$ cat config.mk
export PLATFORM = sky130hd
export DESIGN_NAME = line_crop_flat
export DESIGN_NICKNAME = d
export VERILOG_FILES = /design/src/rtl/line_crop_if.sv /design/src/rtl/line_crop.sv /design/src/flat_wrapper.sv
export SDC_FILE = /design/constraint.sdc
export NUM_CORES = 1
export LEC_CHECK = 0
export BUFFER_PORTS_ARGS = -buffer_cell sky130_fd_sc_hd__buf_2
export CAP_MARGIN = 40
export CORE_MARGIN = 10
export CORE_UTILIZATION = 40
export DETAILED_ROUTE_END_ITERATION = 6
export GPL_TIMING_DRIVEN = 0
export HOLD_SLACK_MARGIN = 0.05
export PLACE_DENSITY = 0.75
export SLEW_MARGIN = 30
export SYNTH_ARGS = -nofsm -noshare
export SYNTH_HDL_FRONTEND = slang
export SYNTH_SLANG_ARGS = --single-unit
$ cat constraint.sdc
create_clock -name clk -period 1.8 [get_ports clk]
set_input_delay 0.09 -clock clk [delete_from_list [all_inputs] [get_ports clk]]
set_output_delay 0.09 -clock clk [all_outputs]
set_load 0.1 [all_outputs]
$ cat src/rtl/line_crop_if.sv
// line_crop_if: pixel-in / cropped-pixel-out bundle for line_crop.
// master drives pixels and observes the cropped stream; slave is the cropper.
interface line_crop_if;
  logic [23:0] data_i;
  logic        dataValid_i;
  logic [23:0] data_o;
  logic        dataValid_o;
  logic        line_done_o;
  logic        short_o;
  logic [11:0] line_len_o;

  modport master (
    output data_i, dataValid_i,
    input  data_o, dataValid_o, line_done_o, short_o, line_len_o
  );

  modport slave (
    input  data_i, dataValid_i,
    output data_o, dataValid_o, line_done_o, short_o, line_len_o
  );
endinterface

$ cat src/rtl/line_crop.sv
// line_crop: forwards pixels [H_START, H_START+H_DISP) of each DVP line.
// Define LINE_CROP_STAT_EN to build the input line length register.
module line_crop #(
  parameter logic [11:0] H_DISP  = 12'd1280,
  parameter logic [11:0] H_START = 12'd0
) (
  input logic        clk,
  input logic        rst_n,
  line_crop_if.slave bus
);

  typedef enum logic [2:0] {
    SYNC, IDLE, SKIP, PASS, DROP
  } state_t;

  state_t      state, state_nx;
  logic [11:0] px_cnt, px_cnt_nx, px_inc;
  logic [11:0] out_cnt, out_cnt_nx, out_inc;
  logic        fwd, lend, v;

  assign v       = bus.dataValid_i;
  // px_cnt equals the index of the pixel now on data_i
  assign px_inc  = (px_cnt == 12'hFFF) ? px_cnt : px_cnt + 12'd1;
  assign out_inc = out_cnt + 12'd1;

  always_comb begin
    state_nx   = state;
    px_cnt_nx  = px_cnt;
    out_cnt_nx = out_cnt;
    fwd        = 1'b0;
    lend       = 1'b0;
    unique case (state)
      SYNC: begin
        if (!v) state_nx = IDLE;
      end
      IDLE: begin
        if (v) begin
          px_cnt_nx = 12'd1;
          if (H_START == 12'd0) begin
            fwd        = 1'b1;
            out_cnt_nx = 12'd1;
            state_nx   = (H_DISP == 12'd1) ? DROP : PASS;
          end else begin
            state_nx = SKIP;
          end
        end
      end
      SKIP: begin
        if (!v) begin
          lend = 1'b1;
        end else begin
          px_cnt_nx = px_inc;
          if (px_cnt == H_START) begin
            fwd        = 1'b1;
            out_cnt_nx = out_inc;
            state_nx   = (H_DISP == 12'd1) ? DROP : PASS;
          end
        end
      end
      PASS: begin
        if (!v) begin
          lend = 1'b1;
        end else begin
          px_cnt_nx  = px_inc;
          fwd        = 1'b1;
          out_cnt_nx = out_inc;
          if (out_inc == H_DISP) state_nx = DROP;
        end
      end
      DROP: begin
        if (!v) lend = 1'b1;
        else    px_cnt_nx = px_inc;
      end
      default: state_nx = SYNC;
    endcase
    if (lend) begin
      px_cnt_nx  = 12'd0;
      out_cnt_nx = 12'd0;
      state_nx   = IDLE;
    end
  end

  always_ff @(posedge clk) begin
    if (!rst_n) begin
      state   <= SYNC;
      px_cnt  <= 12'd0;
      out_cnt <= 12'd0;
    end else begin
      state   <= state_nx;
      px_cnt  <= px_cnt_nx;
      out_cnt <= out_cnt_nx;
    end
  end

  always_ff @(posedge clk) begin
    if (!rst_n) begin
      bus.data_o      <= 24'h0;
      bus.dataValid_o <= 1'b0;
      bus.line_done_o <= 1'b0;
      bus.short_o     <= 1'b0;
    end else begin
      bus.data_o      <= fwd ? bus.data_i : 24'h0;
      bus.dataValid_o <= fwd;
      bus.line_done_o <= lend;
      bus.short_o     <= lend && (out_cnt < H_DISP);
    end
  end

`ifdef LINE_CROP_STAT_EN
  logic [11:0] line_len;

  always_ff @(posedge clk) begin
    if (!rst_n)    line_len <= 12'd0;
    else if (lend) line_len <= px_cnt;
  end

  assign bus.line_len_o = line_len;
`else
  assign bus.line_len_o = 12'd0;
`endif

endmodule

$ cat src/flat_wrapper.sv
// flat-port wrapper written by rule: the top's interface ports become plain ports
module line_crop_flat 
#(
  parameter logic [11:0] H_DISP  = 12'd1280,
  parameter logic [11:0] H_START = 12'd0
)
  (clk, rst_n, bus_data_i, bus_dataValid_i, bus_data_o, bus_dataValid_o, bus_line_done_o, bus_short_o, bus_line_len_o);
  line_crop_if bus_i ();
  input logic clk;
  input logic rst_n;
  input wire logic [$bits(bus_i.data_i)-1:0] bus_data_i;
  input wire logic [$bits(bus_i.dataValid_i)-1:0] bus_dataValid_i;
  output wire logic [$bits(bus_i.data_o)-1:0] bus_data_o;
  output wire logic [$bits(bus_i.dataValid_o)-1:0] bus_dataValid_o;
  output wire logic [$bits(bus_i.line_done_o)-1:0] bus_line_done_o;
  output wire logic [$bits(bus_i.short_o)-1:0] bus_short_o;
  output wire logic [$bits(bus_i.line_len_o)-1:0] bus_line_len_o;
  assign bus_i.data_i = bus_data_i;
  assign bus_i.dataValid_i = bus_dataValid_i;
  assign bus_data_o = bus_i.data_o;
  assign bus_dataValid_o = bus_i.dataValid_o;
  assign bus_line_done_o = bus_i.line_done_o;
  assign bus_short_o = bus_i.short_o;
  assign bus_line_len_o = bus_i.line_len_o;
  line_crop #(.H_DISP(H_DISP), .H_START(H_START)) u_core (.clk(clk), .rst_n(rst_n), .bus(bus_i));
endmodule
==> reports/summary.txt <==
Status: finished with violations
Failing checks: setup timing
Sequential area share after synthesis: 42.1%
#FFs+latches synth: 54
Layout cells sized above 1: 35.6%
Final Hold Violating Endpoints: 0
Critical path fanouts, max: 5
Largest cells by area after synthesis: dfxtp_1, and3_1, nand3_1
FP Rows: 29
Routed length per instance: 16.4 um
Largest net degree at the start of global routing: 19
Max Clock Freq: 541 MHz
Reg2Reg Setup Slack: -0.05 ns
Grt total ovfl: 0
Max_cap viols: 0
Post-DP HPWL: 4.92 mm
Synth area leader: dfxtp_1
Total Die Area: 10000 um2
DIE HEIGHT: 100 um
Fillers: 530
Worst Setup EP: u_core.out_cnt[9]$_SDFFE_PP0P_
Worst-Skew Late Latency: 0.32 ns
Min Tclk post-route: 1.85 ns
Clock slew at reported path FFs: 0.11 ns
Fin crit share: 103%
Post-route ant nets: 0
Crit path kind: flop to flop
Number of buffers created by CTS: 5
CP Cell Sequence: inv_4 > ha_4 > nor4b_4 > and3_4 > o211ai_4 > o31a_1 > a311oi_2
Count leader, synth: dfxtp_1
CP endpoint kind: flop
Post-Syn Instances: 290
WP depth: 7
First-pass GRT wire length: 11.9 mm
Crit. Startpoint: u_core.px_cnt[0]$_SDFFE_PP0P_
Worst relative slew slack: 63.9%
GRT Overall Usage: 14.1%
Post-synth EDFFs: 0
Initial DRC count: 189
Most instantiated cells after synthesis: dfxtp_1, and3_1, nand3_1
Clock skew: 0.0100 ns
Initial antenna violation count: 0
FF+latch area: 1100 um2
RePlAce Congestion: 0.923
Largest stage delay, worst path: 0.38 ns
Post-Route Utilization: 58.4%
Clock buffer depth: 2
# IOs: 66
Core box area: 6280 um2
Clock root buffer: clkbuf_8
Slew @ Worst Pin: 0.541 ns
Peak VDD IR: 0.477 mV
Worst path required time: 2.03 ns
Post-Syn Area: 2570 um2
DR vias/cell: 5.53
Vias: 2659
R2R cell count: 7
Min-delay src: rst_n
Reg2reg end: u_core.out_cnt[9]$_SDFFE_PP0P_
Critical Path Start Type: flop
Pre-Repair DR Iteration Count: 4
Setup ws final: -0.0482 ns
Initial Util: 40.9%
Hold Crit Class: input pin to flop
Overall routed net length: 7.91 mm
PwrDens: 740 nW/um2
Slowest cell on crit path: dfxtp_4
Asr flop ratio synth: 0%
Slew Limit Fails: 0
Dominant synthesized flop cell: dfxtp_1
Drt drc: 0
Reg-to-Reg Start: u_core.px_cnt[0]$_SDFFE_PP0P_
Clock sink count: 54
Arrival @ worst endpoint: 2.08 ns
Inst Count DP: 432
Avg Inst Size Synth: 8.86 um2
Crit path max-delay family: compound AO/OA/AOI/OAI gates
Synth cell types: 50
CTS tree: done
Port bufs: 53
Area of the multi-input gates: 1490 um2
# diodes: 0
Die W: 100 um
Non-Filler Instances: 481
Critical path buffers and inverters: 1
Pleak: 0.00165 uW
Final setup vio count: 3
Htree depth: 2
Top cell type's share of synthesized area: 42.1%
Vias in the first global route: 2475
Synth warn: 0
P&R area growth vs syn: 42.6%
RSZ-0062 raised after global routing: true
Layout net count: 434
[per-layer routing]
metal	routed length, um	share of wire, %	GRT usage [%]	vias up
met3	419	5.3	3.09	21
met2	4190	53	24.8	109
li1	-	-	-	1269
met5	0	0	0	-
met4	194	2.5	5.43	0
met1	3100	39	16.0	1260
[tightest hold or removal path, cell delays in order]
cell and delay [ns]:
buf_2 0.12, inv_1 0.10, nor2_1 0.10
[cells by family (layout without fill, tap and decap cells)]
| kind of cell | Yosys count | after routing | share of synthesized area [%] |
|---|---|---|---|
| and+or+nand+nor | 119 | 119 | 26.3 |
| AOI/OAI and AO/OA | 66 | 66 | 18.7 |
| DFF | 54 | 54 | 42.1 |
| buffers and inverters | 36 | 139 | 7.25 |
| xor gates and xnor gates | 9 | 9 | 3.07 |
| adders and majority gates | 4 | 4 | 1.95 |
| other | 1 | 12 | 0.146 |
| muxes | 1 | 1 | 0.438 |
[cell type report]
cell class	instances	area share, %
inverter	9	0.990
buffer	25	4.68
timing repair buffer	97	18.6
sequential	54	30.0
clock buffer	5	1.88
multi-input combinational	211	40.5
clock inverter	3	0.717
tap	77	2.63
[cell usage in the layout (no fill, tap or decap), types with 3 or more instances in the layout]
| master | instances |
|---|---|
| o211a_1 | 5 |
| clkinv_4 | 3 |
| xor2_1 | 4 |
| buf_6 | 4 |
| buf_4 | 28 |
| dfxtp_1 | 42 |
| nor3_1 | 9 |
| dfxtp_2 | 11 |
| nand3_1 | 18 |
| nand2_1 | 14 |
| and3_1 | 30 |
| o31ai_1 | 7 |
| buf_2 | 54 |
| o31a_1 | 4 |
| nand4_1 | 3 |
| inv_1 | 7 |
| clkbuf_1 | 6 |
| conb_1 | 12 |
| a21oi_1 | 13 |
| dlygate4sd3_1 | 24 |
| clkbuf_8 | 5 |
| or3_1 | 3 |
| nor4_1 | 3 |
| or4_1 | 3 |
| or4_4 | 3 |
| o21ai_0 | 12 |
| nor2_1 | 15 |
| xnor2_1 | 5 |
[worst min path at each step]
| stage | cells past startpoint | slack [ns] | to |
|---|---|---|---|
| global route | 3 | 0.15 | u_core.bus.dataValid_o$_SDFF_PN0_ |
| detailed placement | 2 | 0.32 | u_core.bus.data_o[20]$_SDFF_PN0_ |
| CTS | 3 | 0.10 | u_core.bus.dataValid_o$_SDFF_PN0_ |
| finish | 3 | 0.13 | u_core.bus.dataValid_o$_SDFF_PN0_ |
| global placement | 2 | 0.32 | u_core.bus.data_o[3]$_SDFF_PN0_ |
| floorplan | 2 | 0.24 | u_core.bus.dataValid_o$_SDFF_PN0_ |
[report_power, final]
part	switching (uW)	total (uW)	internal [uW]	leakage, uW
combinational	508	745	237	0.00115
sequential	26.5	1260	1230	0.000444
clock	426	708	282	0.0000483
[timing repair]
item | in CTS | in global routing
pin swaps | 6 | 11
endpoints found under the hold margin | 24 | 0
setup endpoints to repair | 51 | 49
buffers inserted | 4 | 15
hold buffers | 24 | 0
resized for setup | 18 | 39
[flip-flops by register name, indices dropped and copies added (netlist names)]
signal                  cells
u_core.bus.dataValid_o      1
u_core.bus.data_o          24
u_core.bus.line_done_o      1
u_core.bus.short_o          1
u_core.out_cnt             12
u_core.px_cnt              12
u_core.state                3
[through the flow]
| stage | area (um2) | setup slack [ns] | total power [uW] | TNS [ns] | hold slack (ns) |
|---|---|---|---|---|---|
| floorplan | 2610 | 0.00867 | 1750 | 0 | 0.241 |
| global placement | 2970 | -0.323 | 1850 | -10.35 | 0.321 |
| global route | 3660 | -0.0868 | 2790 | -0.399 | 0.146 |
| CTS | 3420 | -0.0514 | 2630 | -0.214 | 0.104 |
| detailed placement | 2980 | -0.353 | 1860 | -11.33 | 0.324 |
| finish | 3660 | -0.0482 | 2710 | -0.0605 | 0.126 |
(Power assumes the default switching activity.)
